===== config.mk =====
export PLATFORM = sky130hd
export DESIGN_NAME = bg_scroll_renderer
export DESIGN_NICKNAME = d
export VERILOG_FILES = /design/src/rtl/bg_render_pkg.sv /design/src/rtl/bg_palette_ram.sv /design/src/rtl/bg_scroll_renderer.sv
export SDC_FILE = /design/constraint.sdc
export NUM_CORES = 1
export LEC_CHECK = 0
export ABC_CLOCK_PERIOD_IN_PS = 11900
export CAP_MARGIN = 20
export CORE_MARGIN = 2
export CORE_UTILIZATION = 45
export CTS_BUF_LIST = sky130_fd_sc_hd__clkbuf_8
export DETAILED_ROUTE_END_ITERATION = 8
export GPL_ROUTABILITY_DRIVEN = 0
export PLACE_DENSITY = 0.61
export RECOVER_POWER = 50
export REMOVE_ABC_BUFFERS = 1
export SLEW_MARGIN = 20
export SYNTH_ARGS = -nofsm -noshare
export SYNTH_HDL_FRONTEND = slang
export SYNTH_SLANG_ARGS = --single-unit

===== constraint.sdc =====
create_clock -name vga_clk -period 11.9 [get_ports vga_clk]
set_clock_uncertainty 0.15 [all_clocks]
set_input_delay 2.38 -clock vga_clk [delete_from_list [all_inputs] [get_ports vga_clk]]
set_output_delay 2.38 -clock vga_clk [all_outputs]
set_load 0.02 [all_outputs]

===== src/rtl/bg_render_pkg.sv =====
// Shared types and constants for the scrolling background renderer.
package bg_render_pkg;
  localparam int PAL_ENTRY_W = 12;
  localparam int FADE_MAX    = 15;

  typedef struct packed {
    logic [3:0] r;
    logic [3:0] g;
    logic [3:0] b;
  } rgb12_t;

  typedef enum logic [1:0] {F_IDLE, F_STEP, F_HOLD} fade_state_t;

  function automatic logic [3:0] sat_sub4(input logic [3:0] a, input logic [3:0] b);
    return (a > b) ? (a - b) : 4'd0;
  endfunction
endpackage


===== src/rtl/bg_palette_ram.sv =====
// Palette register file: grey-ramp reset, one synchronous write port, one registered read port.
module bg_palette_ram
  import bg_render_pkg::*;
#(
  parameter int IDX_W = 4
) (
  input  logic             clk,
  input  logic             reset_n,
  input  logic             we,
  input  logic [IDX_W-1:0] waddr,
  input  rgb12_t           wdata,
  input  logic [IDX_W-1:0] raddr,
  output rgb12_t           rdata
);
  localparam int N = 1 << IDX_W;

  rgb12_t [N-1:0] pal_q, pal_d;
  rgb12_t         rdata_q, rdata_d;

  // Read samples the pre-write contents, so a same-cycle write/read returns the old entry.
  always_comb begin
    pal_d = pal_q;
    if (we) pal_d[waddr] = wdata;
    rdata_d = pal_q[raddr];
  end

  always_ff @(posedge clk) begin
    if (!reset_n) begin
      for (int i = 0; i < N; i++) pal_q[i] <= '{r: 4'(i), g: 4'(i), b: 4'(i)};
      rdata_q <= '0;
    end else begin
      pal_q   <= pal_d;
      rdata_q <= rdata_d;
    end
  end

  assign rdata = rdata_q;
endmodule


===== src/rtl/bg_scroll_renderer.sv =====
// Upscaled, vertically scrolling palettised background; latency ROM_LAT+3.
// Optional BG_FADE_EN adds a per-frame fade-to/from-black controller.
module bg_scroll_renderer
  import bg_render_pkg::*;
#(
  parameter int SRC_W       = 320,
  parameter int SRC_H       = 240,
  parameter int SCALE_SHIFT = 1,
  parameter int ADDR_W      = 17,
  parameter int IDX_W       = 4,
  parameter int ROM_LAT     = 1
) (
  input  logic              vga_clk,
  input  logic              reset_n,
  input  logic [9:0]        DrawX,
  input  logic [9:0]        DrawY,
  input  logic              blank,
  input  logic              frame_start,
  input  logic              scroll_en,
  input  logic [3:0]        scroll_speed,
  input  logic              pal_we,
  input  logic [IDX_W-1:0]  pal_waddr,
  input  logic [11:0]       pal_wdata,
`ifdef BG_FADE_EN
  input  logic              fade_req,
  input  logic              fade_dir,
  output logic              fade_busy,
`endif
  output logic [ADDR_W-1:0] rom_address,
  input  logic [IDX_W-1:0]  rom_q,
  output logic [3:0]        red,
  output logic [3:0]        green,
  output logic [3:0]        blue
);
  localparam int OFF_W  = (SRC_H > 1) ? $clog2(SRC_H) : 1;
  localparam int STAGES = ROM_LAT + 1;

  logic [OFF_W-1:0]  offset_q, offset_d;
  logic [OFF_W:0]    off_sum;
  logic [9:0]        sx, sy;
  logic [10:0]       ry;
  logic              oob_a;
  logic [ADDR_W-1:0] addr_q, addr_d;
  logic [STAGES:0]   blank_pipe_q, blank_pipe_d, oob_pipe_q, oob_pipe_d;
  rgb12_t            pal_rd, faded, rgb_q, rgb_d;

  // Offset stays below SRC_H and speed <= 15, so one conditional subtract wraps it.
  always_comb begin
    off_sum  = {1'b0, offset_q} + (OFF_W+1)'(scroll_speed);
    offset_d = offset_q;
    if (frame_start && scroll_en)
      offset_d = (off_sum >= (OFF_W+1)'(SRC_H)) ? OFF_W'(off_sum - (OFF_W+1)'(SRC_H))
                                                : off_sum[OFF_W-1:0];
  end

  always_comb begin
    sx    = DrawX >> SCALE_SHIFT;
    sy    = DrawY >> SCALE_SHIFT;
    oob_a = (32'(sx) >= SRC_W) || (32'(sy) >= SRC_H);
    ry    = {1'b0, sy} + 11'(offset_q);
    if (32'(ry) >= SRC_H) ry = ry - 11'(SRC_H);
    addr_d = oob_a ? '0 : (ADDR_W'(ry) * ADDR_W'(SRC_W) + ADDR_W'(sx));
    blank_pipe_d = {blank_pipe_q[STAGES-1:0], blank};
    oob_pipe_d   = {oob_pipe_q[STAGES-1:0], oob_a};
  end

  bg_palette_ram #(.IDX_W(IDX_W)) u_pal (
    .clk     (vga_clk),
    .reset_n (reset_n),
    .we      (pal_we),
    .waddr   (pal_waddr),
    .wdata   (pal_wdata),
    .raddr   (rom_q),
    .rdata   (pal_rd)
  );

`ifdef BG_FADE_EN
  fade_state_t fade_state_q;
  logic [3:0]  fade_level_q;
  logic        fade_dir_q, fade_busy_q;

  always_ff @(posedge vga_clk) begin
    if (!reset_n) begin
      fade_state_q <= F_IDLE;
      fade_level_q <= '0;
      fade_dir_q   <= 1'b0;
      fade_busy_q  <= 1'b0;
    end else begin
      case (fade_state_q)
        F_IDLE: if (fade_req) begin
          fade_dir_q   <= fade_dir;
          fade_state_q <= F_STEP;
          fade_busy_q  <= 1'b1;
        end
        F_STEP: if (frame_start) begin
          if (fade_dir_q ? (fade_level_q == 4'(FADE_MAX)) : (fade_level_q == 4'd0)) begin
            fade_state_q <= F_HOLD;
          end else begin
            fade_level_q <= fade_dir_q ? (fade_level_q + 4'd1) : (fade_level_q - 4'd1);
            if (fade_dir_q ? (fade_level_q == 4'(FADE_MAX-1)) : (fade_level_q == 4'd1))
              fade_state_q <= F_HOLD;
          end
        end
        F_HOLD: begin
          fade_state_q <= F_IDLE;
          fade_busy_q  <= 1'b0;
        end
        default: fade_state_q <= F_IDLE;
      endcase
    end
  end

  assign fade_busy = fade_busy_q;
`endif

  always_comb begin
    faded = pal_rd;
`ifdef BG_FADE_EN
    faded.r = sat_sub4(pal_rd.r, fade_level_q);
    faded.g = sat_sub4(pal_rd.g, fade_level_q);
    faded.b = sat_sub4(pal_rd.b, fade_level_q);
`endif
    rgb_d = (blank_pipe_q[STAGES] && !oob_pipe_q[STAGES]) ? faded : '0;
  end

  always_ff @(posedge vga_clk) begin
    if (!reset_n) begin
      offset_q     <= '0;
      addr_q       <= '0;
      blank_pipe_q <= '0;
      oob_pipe_q   <= '0;
      rgb_q        <= '0;
    end else begin
      offset_q     <= offset_d;
      addr_q       <= addr_d;
      blank_pipe_q <= blank_pipe_d;
      oob_pipe_q   <= oob_pipe_d;
      rgb_q        <= rgb_d;
    end
  end

  assign rom_address = addr_q;
  assign red         = rgb_q.r;
  assign green       = rgb_q.g;
  assign blue        = rgb_q.b;
endmodule

==> metrics.md <==
| Metric | Value |
|---|---|
| Status | `complete, but fails checks` |
| Failing checks | `capacitance limit, slew limit` |
| Largest stage delay, worst path | `2090 ps` |
| Worst-Margin Slew | `3970 ps` |
| YS warnings | `0` |
| DP Worst Slack | `roughly 4200 ps` |
| Postcts setup bufs | `0` |
| Largest family of logic cells by synthesized area | `simple AND/OR/NAND/NOR gates` |
| Final hold violation count | `0` |
| Met2 routed WL | `14700 um` |
| I/O pin cnt | `79` |
| Most instantiated library cell after synthesis | `nand2_1` |
| Switching Fraction | `27.5%` |
| Via count | `around 9300` |
| Max Slew Vio Count | `214` |
| Critical-path maximum fanout | `80` |
| Reg power frac | `41.8%` |
| Crit Path Class | `primary input to flip-flop` |
| Clock network power share | `39.9%` |
| Slowest library cell on the worst path | `clkinvlp_2` |
| Final HPWL DP | `19200 um` |
| Drt total wl | `30900 um` |
| PwrDens | `157 nW/um^2` |
| Rows | `58` |
| Crit path time final | `between 8000 and 9000 ps` |
| Worst VDD drop | `0.0000604 V` |
| HP Start | `u_pal.rdata[6]$_SDFF_PN0_` |
| Upper clock frequency limit | `between 0.1 and 0.15 GHz` |
| Internal | `about 0.0015 W` |
| CP required | `approximately 12000 ps` |
| Mapped Cells | `1313` |
| Combinational cell fraction of total power | `18.2%` |
| Worst hold endpoint | `green[2]$_SDFF_PN0_` |
| RR Startpoint | `offset_q[4]$_SDFFE_PN0P_` |
| Port Buffers | `76` |
| Yosys top cell by area | `dfxtp_1` |
| Top FF cell, synth | `dfxtp_1` |
| RR Endpoint | `rom_address[16]$_SDFF_PP0_` |
| Number of global-route vias before repair | `8907` |
| Worst Reg-to-Reg Cells | `18` |
| Setup slack after layout | `3380 ps` |
| Synth cell count leaders | `nand2_1 (401), dfxtp_1 (247), nand3_1 (122)` |
| Setup_tns | `0 ps` |
| DRC viols | `0` |
| Cts hold-fix bufs | `0` |
| Setup crit start kind | `primary input` |
| Clk sinks | `approximately 250` |
| Mux cell area share after synthesis | `12.4%` |
| Starting DRT DRC Count | `804` |
| Num CTS Buffers | `42` |
| WL met3 | `2400 um` |
| Relative slew slack | `-165%` |
| Syn Area/Cell | `8.67 um^2` |
| DRT antenna net count | `0` |
| Fin crit share | `a little under three quarters` |
| Max Cap Viol | `3` |
| Top sig layer | `met5` |
| Most used cell along the critical path | `clkbuf_1` |
| Final Setup Violations | `0` |
| RSZ-0062 raised after global routing | `false` |
| Synth Area in Simple Gates | `25.4%` |
| Pleak | `5.28 nW` |
| Synth-to-Final Area Change | `15.3%` |
| Layout cells sized above 1 | `10.8%` |
| Overflow after GRT | `0` |
| Initial Util | `45.5%` |
| Ys async rst share | `0%` |
| Largest cells by area after synthesis | `dfxtp_1 (43%), nand2_1 (13%), mux4_2 (12%)` |
| Sequential share of the synthesized area | `43.4%` |
| Antenna diodes | `0` |
| Hold Path Stages | `1` |
| EDFF count, synth | `0` |
| Yosys top cell area share | `43.4%` |
| Post-Synth Adder-Cell Area | `under 10%` |
| H-tree Lvls | `2` |
| CTS Buffer Depth | `3` |
| Clock latency on the worst-skew pair | `560 ps` |
| Switching Power | `0.000566 W` |
| XOR/XNOR Fraction of Synth Area | `1.85%` |
| Total core area | `~25000 um^2` |
| Clk root buf | `clkbuf_8` |
| DR WL/cell | `18.2 um` |
| GR Util All Layers | `23.3%` |
| Largest net degree at the start of global routing | `81` |
| #FFs+latches synth | `247` |
| Initial antenna violation count | `2` |
| Compound-Gate Fraction of Synth Area | `under 10%` |
| Die width | `163 um` |
| Reg clk slew, reported paths | `60 ps` |
| Arrival time at the worst endpoint | `8790 ps` |
| DIE AREA | `26600 um^2` |
| First-pass GRT wire length | `48000 um` |
| Distinct cells, synth | `66` |
| HP Class | `flip-flop to flip-flop` |
| Netlist Area Pre-Place | `11400 um^2` |
| Chip height | `163 um` |
| CP cell instances | `clkbuf_1, clkinvlp_2, clkbuf_1, a21oi_1` |
| DR vias/cell | `about 5.5` |
| Final #Nets | `between 1000 and 1500` |
| FF-to-FF setup slack | `approximately 6500 ps` |
| Kind of end point of the critical path | `flip-flop` |
| DRT Pass-1 Iters | `5` |
| TritonCTS clock tree | `built` |
| Wire length on met1 | `13100 um` |
| Post-CTS sizing | `0` |
[kinds of logic after synthesis]
logic type      count (synthesis)
simple gates                  655
flops                         247
compound gates                171
buf+inv                       115
mux                            65
fa+ha+maj                      36
xor+xnor                       24
[power by group through the flow]
stage	Sequential [W]	Clock, W	Combinational (W)
after floorplan	0.000886	0	0.000245
after global placement	0.000879	0	0.000370
after detailed placement	0.000880	0	0.000376
after CTS	0.000862	0.000839	0.000380
after global routing	0.000864	0.000874	0.000416
final	0.000862	0.000823	0.000376
[worst max path at each step]
stage / startpoint / slack (ps) / end
after floorplan: DrawY[5] / 5140 / rom_address[16]$_SDFF_PP0_
after global placement: DrawY[5] / 4250 / rom_address[16]$_SDFF_PP0_
after detailed placement: DrawY[5] / 4160 / rom_address[16]$_SDFF_PP0_
after CTS: DrawY[5] / 4680 / rom_address[16]$_SDFF_PP0_
after global routing: reset_n / 2930 / u_pal.pal_q[153]$_SDFFE_PN0P_
final: reset_n / 3380 / u_pal.pal_q[113]$_SDFFE_PN0P_
[routing by layer]
metal	vias up	GRT usage [%]
met4	4	7.28
li1	4539	-
met1	4424	30.5
met5	-	0
met2	302	38.4
met3	54	5.33
[area by class of cell]
type / instances / area [um^2]
Fill cell: 2321 / 11900
Sequential cell: 247 / 4940
Timing Repair Buffer: 83 / 792
Clock inverter: 18 / 163
Multi-Input combinational cell: 951 / 6010
Tap cell: 330 / 413
Inverter: 12 / 46.3
Clock buffer: 55 / 757
[cell usage in the layout, fill, tap and decap left out, types with 6 or more instances in the layout]
| master | Yosys | final |
|---|---|---|
| nor2_1 | 38 | 38 |
| nor3_1 | 8 | 7 |
| and3_1 | 11 | 11 |
| nand2b_1 | 6 | 6 |
| a21oi_1 | 112 | 112 |
| nand2_1 | 401 | 401 |
| buf_4 | 0 | 6 |
| nor3b_1 | 8 | 7 |
| clkbuf_8 | 0 | 55 |
| dlygate4sd3_1 | 0 | 29 |
| o21ai_0 | 12 | 12 |
| nand3_1 | 122 | 122 |
| xor2_1 | 8 | 8 |
| and2_1 | 31 | 28 |
| mux4_2 | 60 | 60 |
| inv_1 | 11 | 21 |
| dfxtp_1 | 247 | 247 |
| clkdlybuf4s50_1 | 0 | 44 |
| xnor2_1 | 16 | 16 |
| ha_1 | 32 | 32 |
[critical path, delay by kind of cell]
kind,cells,cell delay [ps]
AO/OA/AOI/OAI,1,570
buffers and inverters,3,5780
[registers in the layout (all words and copies together), names as in the netlist]
| register | count |
|---|---|
| blank_pipe_q | 3 |
| blue | 4 |
| green | 4 |
| offset_q | 8 |
| oob_pipe_q | 3 |
| red | 4 |
| rom_address | 17 |
| u_pal.pal_q | 192 |
| u_pal.rdata | 12 |
[stage by stage]
| stage | std cells | hold slack, ps | utilization [%] | total power (W) | instance area, um^2 |
|---|---|---|---|---|---|
| floorplan | 1210 | 256 | - | 0.00113 | 11000 |
| global placement | 1623 | 258 | 48.8 | 0.00125 | 12200 |
| detailed placement | 1623 | 263 | 48.8 | 0.00126 | 12200 |
| CTS | 1696 | 277 | 52.5 | 0.00208 | 13100 |
| global route | 1696 | 290 | 52.4 | 0.00215 | 13100 |
| finish | 1696 | 274 | 52.4 | 0.00206 | 13100 |
Power figures use the tool's default switching activity.
